===== config.mk =====
export PLATFORM = sky130hd
export DESIGN_NAME = covariance_stream_flat
export DESIGN_NICKNAME = d
export VERILOG_FILES = /design/src/rtl/covariance_stream_if.sv /design/src/rtl/covariance_stream.sv /design/src/flat_wrapper.sv
export SDC_FILE = /design/constraint.sdc
export NUM_CORES = 1
export LEC_CHECK = 0
export BUFFER_PORTS_ARGS = -buffer_cell sky130_fd_sc_hd__clkbuf_2
export CORE_MARGIN = 8
export CORE_UTILIZATION = 29
export DETAILED_ROUTE_END_ITERATION = 12
export GPL_TIMING_DRIVEN = 0
export HOLD_SLACK_MARGIN = 0.1
export PLACE_DENSITY_LB_ADDON = 0.15
export SYNTH_ARGS = -nofsm -noshare
export SYNTH_HDL_FRONTEND = slang
export SYNTH_SLANG_ARGS = --single-unit

===== constraint.sdc =====
create_clock -name clk -period 20.4 [get_ports clk]
set_clock_uncertainty 0.2 [all_clocks]
set_input_delay 4.08 -clock clk [delete_from_list [all_inputs] [get_ports clk]]
set_output_delay 4.08 -clock clk [all_outputs]
set_load 0.01 [all_outputs]

===== src/rtl/covariance_stream_if.sv =====
// covariance_stream_if: frame configuration, sample stream and result stream
// of the covariance block. The master side drives configuration and samples;
// the slave side (the block itself) returns backpressure, result and status.
interface covariance_stream_if #(
  parameter int DATA_W = 16,
  parameter int OUT_W  = 32
);
  logic                     start;
  logic                     mode_var;
  logic                     unbiased;
  logic signed [DATA_W-1:0] mu_x;
  logic signed [DATA_W-1:0] mu_y;
  logic signed [DATA_W-1:0] in_x;
  logic signed [DATA_W-1:0] in_y;
  logic                     in_valid;
  logic                     in_ready;
  logic signed [OUT_W-1:0]  out;
  logic                     out_valid;
  logic                     out_ready;
  logic                     busy;

  modport master (
    output start, mode_var, unbiased, mu_x, mu_y, in_x, in_y, in_valid, out_ready,
    input  in_ready, out, out_valid, busy
  );

  modport slave (
    input  start, mode_var, unbiased, mu_x, mu_y, in_x, in_y, in_valid, out_ready,
    output in_ready, out, out_valid, busy
  );
endinterface


===== src/rtl/covariance_stream.sv =====
// covariance_stream: fixed-point covariance (or variance) of one frame of
// NUM_INPUTS sample pairs. Centered products are summed exactly, the sum is
// divided by N or N-1 with a restoring divider (one quotient bit per cycle),
// and the floored, FRAC_W-aligned quotient is saturated to OUT_W bits.
// Assumes OUT_W < ACC_W, which holds for every practical DATA_W/NUM_INPUTS.
module covariance_stream #(
  parameter int DATA_W     = 16,
  parameter int FRAC_W     = 8,
  parameter int NUM_INPUTS = 784,
  parameter int OUT_W      = 32
) (
  input  logic               clk,
  input  logic               clr,
  covariance_stream_if.slave bus
);
  localparam int ACC_W  = 2*DATA_W + 2 + $clog2(NUM_INPUTS);
  localparam int PROD_W = 2*DATA_W + 2;
  localparam int CNT_W  = $clog2(NUM_INPUTS);
  localparam int BIT_W  = $clog2(ACC_W);

  localparam logic [CNT_W-1:0] LAST_CNT = CNT_W'(NUM_INPUTS - 1);
  localparam logic [ACC_W:0]   DIV_UNB  = (ACC_W+1)'(NUM_INPUTS - 1);
  localparam logic [ACC_W:0]   DIV_BIA  = (ACC_W+1)'(NUM_INPUTS);
  localparam logic signed [ACC_W-1:0] SAT_MAX = {{(ACC_W-OUT_W+1){1'b0}}, {(OUT_W-1){1'b1}}};
  localparam logic signed [ACC_W-1:0] SAT_MIN = {{(ACC_W-OUT_W+1){1'b1}}, {(OUT_W-1){1'b0}}};

  typedef enum logic [1:0] {IDLE, ACCUM, DIVIDE, DONE} state_t;

  state_t state_q, state_d;

  logic signed [DATA_W-1:0] mu_x_q, mu_y_q;
  logic                     mode_var_q, unbiased_q;
  logic signed [ACC_W-1:0]  acc_q;
  logic [CNT_W-1:0]         cnt_q;
  logic [ACC_W-1:0]         quo_q;
  logic [ACC_W:0]           rem_q;
  logic                     neg_q;
  logic [BIT_W-1:0]         bit_q;
  logic signed [OUT_W-1:0]  out_q;

  // Accumulate path: exact DATA_W+1 bit deviations and their full product.
  logic signed [DATA_W-1:0] y_sel;
  logic signed [DATA_W:0]   dx, dy;
  logic signed [PROD_W-1:0] prod;
  logic signed [ACC_W-1:0]  acc_next;
  logic [ACC_W-1:0]         acc_abs;
  logic                     xfer, last;

  assign y_sel    = mode_var_q ? bus.in_x : bus.in_y;
  assign dx       = {bus.in_x[DATA_W-1], bus.in_x} - {mu_x_q[DATA_W-1], mu_x_q};
  assign dy       = {y_sel[DATA_W-1], y_sel} - {mu_y_q[DATA_W-1], mu_y_q};
  assign prod     = dx * dy;
  assign acc_next = acc_q + {{(ACC_W-PROD_W){prod[PROD_W-1]}}, prod};
  assign acc_abs  = acc_next[ACC_W-1] ? -acc_next : acc_next;
  assign xfer     = bus.in_valid && (state_q == ACCUM);
  assign last     = xfer && (cnt_q == LAST_CNT);

  // Divide path: one restoring step per cycle on the magnitude, sign restored
  // at the end so the quotient truncates toward zero.
  logic [ACC_W:0]           divisor;
  logic [ACC_W+1:0]         rem_shift, trial;
  logic                     q_bit;
  logic [ACC_W:0]           rem_next;
  logic [ACC_W-1:0]         quo_next;
  logic signed [ACC_W-1:0]  q_signed, q_shift;
  logic signed [OUT_W-1:0]  sat;

  assign divisor   = unbiased_q ? DIV_UNB : DIV_BIA;
  assign rem_shift = {rem_q, quo_q[ACC_W-1]};
  assign trial     = rem_shift - {1'b0, divisor};
  assign q_bit     = ~trial[ACC_W+1];
  assign rem_next  = q_bit ? trial[ACC_W:0] : rem_shift[ACC_W:0];
  assign quo_next  = {quo_q[ACC_W-2:0], q_bit};
  assign q_signed  = neg_q ? -quo_next : quo_next;
  assign q_shift   = q_signed >>> FRAC_W;
  assign sat       = (q_shift > SAT_MAX) ? SAT_MAX[OUT_W-1:0] :
                     (q_shift < SAT_MIN) ? SAT_MIN[OUT_W-1:0] :
                                           q_shift[OUT_W-1:0];

  // State register; clr wins over everything, including mid-divide.
  // NOTE: sequential state uses non-blocking (<=) so every register samples pre-edge values.
  always_ff @(posedge clk) begin
    if (clr) state_q <= IDLE;
    else     state_q <= state_d;
  end

  // Next-state logic.
  // NOTE: default assigned first so no path leaves state_d unassigned (no latch).
  always_comb begin
    state_d = state_q;
    case (state_q)
      IDLE:    if (bus.start)     state_d = ACCUM;
      ACCUM:   if (last)          state_d = DIVIDE;
      DIVIDE:  if (bit_q == '0)   state_d = DONE;
      DONE:    if (bus.out_ready) state_d = IDLE;
      default:                    state_d = IDLE;
    endcase
  end

  // Datapath: latch frame config, accumulate, run the divider, register result.
  always_ff @(posedge clk) begin
    if (clr) begin
      mu_x_q     <= '0;
      mu_y_q     <= '0;
      mode_var_q <= 1'b0;
      unbiased_q <= 1'b0;
      acc_q      <= '0;
      cnt_q      <= '0;
      quo_q      <= '0;
      rem_q      <= '0;
      neg_q      <= 1'b0;
      bit_q      <= '0;
      out_q      <= '0;
    end else begin
      case (state_q)
        IDLE: if (bus.start) begin
          mu_x_q     <= bus.mu_x;
          mu_y_q     <= bus.mu_y;
          mode_var_q <= bus.mode_var;
          unbiased_q <= bus.unbiased;
          acc_q      <= '0;
          cnt_q      <= '0;
        end
        ACCUM: if (xfer) begin
          acc_q <= acc_next;
          cnt_q <= cnt_q + 1'b1;
          if (last) begin
            quo_q <= acc_abs;
            rem_q <= '0;
            neg_q <= acc_next[ACC_W-1];
            bit_q <= BIT_W'(ACC_W - 1);
          end
        end
        DIVIDE: begin
          quo_q <= quo_next;
          rem_q <= rem_next;
          bit_q <= bit_q - 1'b1;
          if (bit_q == '0) out_q <= sat;
        end
        default: ;
      endcase
    end
  end

  assign bus.in_ready  = (state_q == ACCUM);
  assign bus.out_valid = (state_q == DONE);
  assign bus.busy      = (state_q != IDLE);
  assign bus.out       = out_q;
endmodule


===== src/flat_wrapper.sv =====
// flat-port wrapper written by rule: the top's interface ports become plain ports
module covariance_stream_flat 
#(
  parameter int DATA_W     = 16,
  parameter int FRAC_W     = 8,
  parameter int NUM_INPUTS = 784,
  parameter int OUT_W      = 32
)
  (clk, clr, bus_start, bus_mode_var, bus_unbiased, bus_mu_x, bus_mu_y, bus_in_x, bus_in_y, bus_in_valid, bus_out_ready, bus_in_ready, bus_out, bus_out_valid, bus_busy);
  covariance_stream_if #(.DATA_W(DATA_W), .OUT_W(OUT_W)) bus_i ();
  input  logic clk;
  input  logic clr;
  input wire logic [$bits(bus_i.start)-1:0] bus_start;
  input wire logic [$bits(bus_i.mode_var)-1:0] bus_mode_var;
  input wire logic [$bits(bus_i.unbiased)-1:0] bus_unbiased;
  input wire logic [$bits(bus_i.mu_x)-1:0] bus_mu_x;
  input wire logic [$bits(bus_i.mu_y)-1:0] bus_mu_y;
  input wire logic [$bits(bus_i.in_x)-1:0] bus_in_x;
  input wire logic [$bits(bus_i.in_y)-1:0] bus_in_y;
  input wire logic [$bits(bus_i.in_valid)-1:0] bus_in_valid;
  input wire logic [$bits(bus_i.out_ready)-1:0] bus_out_ready;
  output wire logic [$bits(bus_i.in_ready)-1:0] bus_in_ready;
  output wire logic [$bits(bus_i.out)-1:0] bus_out;
  output wire logic [$bits(bus_i.out_valid)-1:0] bus_out_valid;
  output wire logic [$bits(bus_i.busy)-1:0] bus_busy;
  assign bus_i.start = bus_start;
  assign bus_i.mode_var = bus_mode_var;
  assign bus_i.unbiased = bus_unbiased;
  assign bus_i.mu_x = bus_mu_x;
  assign bus_i.mu_y = bus_mu_y;
  assign bus_i.in_x = bus_in_x;
  assign bus_i.in_y = bus_in_y;
  assign bus_i.in_valid = bus_in_valid;
  assign bus_i.out_ready = bus_out_ready;
  assign bus_in_ready = bus_i.in_ready;
  assign bus_out = bus_i.out;
  assign bus_out_valid = bus_i.out_valid;
  assign bus_busy = bus_i.busy;
  covariance_stream #(.DATA_W(DATA_W), .FRAC_W(FRAC_W), .NUM_INPUTS(NUM_INPUTS), .OUT_W(OUT_W)) u_core (.clk(clk), .clr(clr), .bus(bus_i));
endmodule

## Word-level counts from Yosys, hierarchy flattened

Cells that the tools add are included.

- Logic and storage cells: 73
- Flip-flop bits (word level): 218
- Output and inout port bits: 35

- Multiplexer cells: 27
- Multiply operators: 1
- Bitwise gates (word level): 1
- Reduce and logical (&&, ||, !) cells: 13
- $add $sub $neg: 8
- Eq/ne operators: 9
- $lt $le $gt $ge: 2

Operators with widths:

| operator | number |
|---|---|
| 44-bit 2-to-1 mux | 6 |
| 44-bit case mux with 2 select lines | 2 |
| 45-bit 2-to-1 mux | 3 |
| 45-bit case mux with 2 select lines | 1 |
| 44-bit negation | 2 |
| 32-bit 2-to-1 mux | 2 |
| 46-bit by 45-bit subtractor with 46-bit output | 1 |
| 44-bit adder | 1 |
| 36-bit by 32-bit > comparator with 1-bit output, second input constant | 1 |
| 36-bit by 32-bit < comparator with 1-bit output, second input constant | 1 |
| 17-bit by 17-bit multiplier with 34-bit output | 1 |
| 16-bit by 16-bit subtractor with 17-bit output | 2 |
| 10-bit 2-to-1 mux | 2 |
| 10-bit case mux with 2 select lines | 1 |
| 16-bit 2-to-1 mux | 1 |
| 6-bit 2-to-1 mux | 2 |
| 6-bit case mux with 2 select lines | 1 |
| 10-bit by 1-bit adder with 10-bit output, second input constant | 1 |
| 10-bit == test, second input constant | 1 |
| 3-bit AND reduction | 3 |
| 2-bit 2-to-1 mux | 4 |
| 2-bit case mux with 4 select lines | 1 |
| 6-bit logical NOT | 1 |
| 2-bit by 1-bit inequality test with 1-bit output, second input constant | 3 |
| other kinds (11) | 17 |

## Depth between registers and ports, before layout

- Depth in word-level cells: 9
- Mapped depth: 57

## Worst setup path before layout

OpenSTA, ideal clock, no wires.

- Kind: input-to-reg
- From: in bus_in_x[0]
- To: reg u_core.quo_q[43]
- Buffers on the path: 1
- Library setup time: 0.070 ns
- Stages: 52
- Arrival time: 15.802 ns
- Path slack: 4.328 ns
- Data required time: 20.130 ns
- Cell sequence: inv_1 ha_1 inv_1 fa_1 a21o_1 a21oi_1 o21ai_0 a21oi_1 nor2b_1 o21a_1 o31a_1 o311a_1 o21a_1 nor2_1 xnor2_1 clkbuf_1 nand2_1 fa_1 (+16 left out) a21boi_0 o21ai_0 nand2_1 a21o_1 a21oi_1 xnor2_1 ha_1 nand2_1 nor2_1 a221o_1 nor4_1 a2111oi_0 or3_1 or4_1 or4_4 nor3_1 or4b_1 a21oi_1

- Cells in the longest elaborated chain, start to end: 9
- Elaborated cells between the ends (all ways): 10
- Those cells by class: 4 x add/sub; 1 x mul; 5 x mux

RTL lines:

| element | RTL line | text |
|---|---|---|
| from (decl) | flat_wrapper.sv:18 | `input wire logic [$bits(bus_i.in_x)-1:0] bus_in_x;` |
| 16-bit 2-to-1 mux | covariance_stream.sv:49 | `assign y_sel = mode_var_q ? bus.in_x : bus.in_y;` |
| 16-bit by 16-bit subtractor with 17-bit output | covariance_stream.sv:51 | `assign dy = {y_sel[DATA_W-1], y_sel} - {mu_y_q[DATA_W-1], mu_y_q};` |
| 17-bit by 17-bit multiplier with 34-bit output * | covariance_stream.sv:52 | `assign prod = dx * dy;` |
| 44-bit adder * | covariance_stream.sv:53 | `assign acc_next = acc_q + {{(ACC_W-PROD_W){prod[PROD_W-1]}}, prod};` |
| 44-bit negation | covariance_stream.sv:54 | `assign acc_abs = acc_next[ACC_W-1] ? -acc_next : acc_next;` |
| 44-bit 2-to-1 mux * | covariance_stream.sv:54 |  |
| 44-bit 2-to-1 mux * | covariance_stream.sv:127 | `if (last) begin` |
| 44-bit 2-to-1 mux * | covariance_stream.sv:124 | `ACCUM: if (xfer) begin` |
| 44-bit case mux with 2 select lines * | covariance_stream.sv:115 | `case (state_q)` |
| to (signal assigned) | covariance_stream.sv:128 | `quo_q <= acc_abs;` |
| to (signal assigned) | covariance_stream.sv:135 | `quo_q <= quo_next;` |
| to (decl) | covariance_stream.sv:35 | `logic [ACC_W-1:0] quo_q;` |

Mark *: on every way between the ends. The rest lies on a longest branch, timed or not. The select of a mux whose other input is x is not followed.
A chain may end at the register's enable or synchronous reset.

## Worst setup path in the final report

- From: in bus_in_y[0]
- To: reg u_core.quo_q[43]

- Cells in the longest elaborated chain, start to end: 9

RTL lines:

| element | RTL line | text |
|---|---|---|
| from (decl) | flat_wrapper.sv:19 | `input wire logic [$bits(bus_i.in_y)-1:0] bus_in_y;` |
| 16-bit 2-to-1 mux * | covariance_stream.sv:49 |  |
| 16-bit by 16-bit subtractor with 17-bit output * | covariance_stream.sv:51 |  |
| 17-bit by 17-bit multiplier with 34-bit output * | covariance_stream.sv:52 |  |
| 44-bit adder * | covariance_stream.sv:53 |  |
| 44-bit negation | covariance_stream.sv:54 |  |
| 44-bit 2-to-1 mux * | covariance_stream.sv:54 |  |
| 44-bit 2-to-1 mux * | covariance_stream.sv:127 |  |
| 44-bit 2-to-1 mux * | covariance_stream.sv:124 |  |
| 44-bit case mux with 2 select lines * | covariance_stream.sv:115 |  |

Marked as above.

==> results_dict.tcl <==
set metrics [dict create \
    cts_tree "done" \
    layout.nets 3898 \
    drc 0 \
    cts_resized 0 \
    slew_viol_final 1 \
    synth_nets 3760 \
    cts_max_path_buffers 3 \
    final_area_mm2 0.02915 \
    met2_usage_pct 27.91 \
    max_freq_ghz 0.05332 \
    use_met1_pct 25.96 \
    netlist_area_mm2 0.02619 \
    yosysUniqueCellTypes 86 \
    max_slew.worst_pin.slew_ns 1.495 \
    reg2reg_from "u_core.mode_var_q" \
    syn2layout_area_growth_pct 11.27 \
    synth-edff-count 0 \
    min_path_cells 2 \
    rows 110 \
    postCtsSetupBuffers 0 \
    coreArea_mm2 0.08974 \
    clk_latency_ns 0.56 \
    final_util_pct 32.48 \
    start_kind "primary input" \
    reg2regPathDepth 49 \
    clk_pin_slew_ns 0.06 \
    hold_buffers 0 \
    ctsRootBufferMaster "clkbuf_16" \
    dieHeight_um 316.5 \
    status "finished, violations left" \
    synth_top_area_share_pct 22.93 \
    worstHoldPathType "flop to flop" \
    ys.flop_type "dfxtp_1" \
    synthCells 3212 \
    fin_crit_sh_pct 91.94 \
    grt_max_degree 14 \
    grt.busiest_layer "met2" \
    grt_overflow 0 \
    n_fill_cell 9782 \
    io_pins 106 \
    maxCapViolCount 1 \
    async_flop_share_pct 0 \
    synth_seq_cells 218 \
    worst_setup_path_end_kind "flop" \
    grt_usage_pct 17.78 \
    start_util_pct 29.19 \
    placed_area_mm2 0.02828 \
    crit_slowest_cell "a21oi_1" \
    synth.most_common_cell "inv_1" \
    crit_end "u_core.quo_q[43]" \
    ant_nets 0 \
    violations "capacitance limit, slew limit" \
    startpoint "bus_in_y[0]" \
    seq_area_frac_synth_pct 16.66 \
    crit_type "primary input to flop" \
    antenna_found_initial 5 \
    avgViaCountPerCell 5.004 \
    ys_warn_count 0 \
    routedWlPerCell_um 19.88 \
    critPathMostFrequentCell "fa_1" \
    die_w_um 316.5 \
    avgSynthCellArea_um2 8.155 \
    drive_gt1_share_pct 6.591 \
    required_ns 20.67 \
    synth_area_leaders "fa_1, dfxtp_1, ha_1" \
    dp_hpwl_mm 74.35 \
    grt_pass1_vias 22836 \
    gp_congestion 0.8591 \
    htree_levels 1 \
    routed_wl_mm 90.35 \
    cts_buffers 27 \
    cts_sinks 218 \
    path_max_fanout 10 \
    hold_viol_final 0 \
    slowest_delay_ns 0.96 \
    vias 22745 \
    ys_top_cells_by_count "inv_1, nand2_1, fa_1" \
    drt_iter0_drc 1499 \
    dieArea_mm2 0.1002 \
    grt_pass1_wl_mm 138.2 \
    period_needed_ns 18.76 \
    tns_ns 0 \
    yosysTopAreaCell "fa_1" \
    dr.pass1.iters 5 \
    grt_use_met3_pct 2.489 \
    port_buffers 105 \
    cp.arrival_ns 19.03 \
    slew_headroom_pct -0.3764 \
    regToRegEndpoint "u_core.quo_q[43]" \
    rrSetupSlack_ns 3.73 \
    rsz0062_at_grt "false" \
    setup_violations 0 \
]
cell type report:
class | instances | area, µm² | share of cell area, %
Antenna cell | 1 | 2.502 | 0.008586
Buffer | 149 | 586.8 | 2.013
Clock buffer | 40 | 784.5 | 2.692
Clock inverter | 7 | 73.82 | 0.2533
Inverter | 424 | 1592 | 5.461
Multi-Input combinational cell | 2421 | 19710 | 67.63
Sequential cell | 218 | 4364 | 14.97
Tap cell | 1176 | 1471 | 5.048
Timing Repair Buffer | 109 | 560.5 | 1.923
per-stage QoR:
| step | hold WS, ns | std cells | setup WS, ns |
|---|---|---|---|
| final | 0.2546 | 4545 | 1.645 |
| after global routing | 0.2722 | 4544 | 0.8687 |
| after floorplan | 0.2362 | 3212 | 4.328 |
| after detailed placement | 0.2481 | 4497 | 1.164 |
| after global placement | 0.2430 | 4493 | 0.4586 |
| after CTS | 0.2563 | 4544 | 1.707 |
flip-flops by register name, summed over array words and instances (netlist names), 6 cells and up:
name and cells:
u_core.quo_q 44, u_core.bus.out 32, u_core.mu_x_q 16, u_core.rem_q 45, u_core.bit_q 6, u_core.acc_q 44, u_core.cnt_q 10, u_core.mu_y_q 16
cell families (layout without fill, tap and decap cells):
group	Yosys count	after routing	synth area share, %
adders and majority gates	477	477	31.38
xor gates and xnor gates	208	208	6.955
other	0	1	0
AOI/OAI and AO/OA	662	662	16.83
buffers and inverters	573	729	8.316
DFF	218	218	16.66
and+or+nand+nor	1046	1046	18.71
muxes	28	28	1.146
per-layer routing:
layer	share of wire, %	vias to the layer above
met4	2.0	0
li1	-	10989
met2	44	538
met1	50	11121
met3	4.7	97
met5	0	-
cells in the final DEF (no fill, tap or decap), types with 17 or more instances in the layout:
cell type and count:
a31oi_1 24, clkbuf_1 142, xor2_1 101, xnor2_1 100
clkbuf_2 105, nand2b_1 36, and3_1 31, fa_1 300
o31ai_1 23, nand2_1 375, a22oi_1 61, or2_2 18
a21o_1 35, nor2_1 275, clkbuf_16 27, nand4_1 18
ha_1 177, nor3_1 59, dfxtp_1 218, o21a_1 17
inv_1 422, o211a_1 32, o21ai_0 152, nand3_1 42
and2_1 51, or3_1 27, nor4_1 27, nor2b_1 42
a21oi_1 156
worst min-delay path by stage:
stage | slack (ns) | endpoint | from
after detailed placement | 0.25 | u_core.mu_x_q[13] | u_core.mu_x_q[13]
after global routing | 0.27 | u_core.mu_x_q[5] | u_core.mu_x_q[5]
after CTS | 0.26 | u_core.mu_x_q[13] | u_core.mu_x_q[13]
final | 0.25 | u_core.mu_x_q[9] | u_core.mu_x_q[9]
after global placement | 0.24 | u_core.mu_x_q[14] | u_core.mu_x_q[14]
after floorplan | 0.24 | u_core.acc_q[0] | u_core.acc_q[0]
critical path, delay by kind of cell:
family                   cells  cell delay [ns]
AO/OA/AOI/OAI               16             5.40
XOR/XNOR                     2             0.52
adder cells (fa/ha/maj)     10             4.43
buffers and inverters        9             1.32
multiplexers                 1             0.19
AND/OR/NAND/NOR             10             3.06
Power is left out: the tool's default activity adds up to more than one toggle a clock period on the data nets, which glitch-free logic cannot reach.
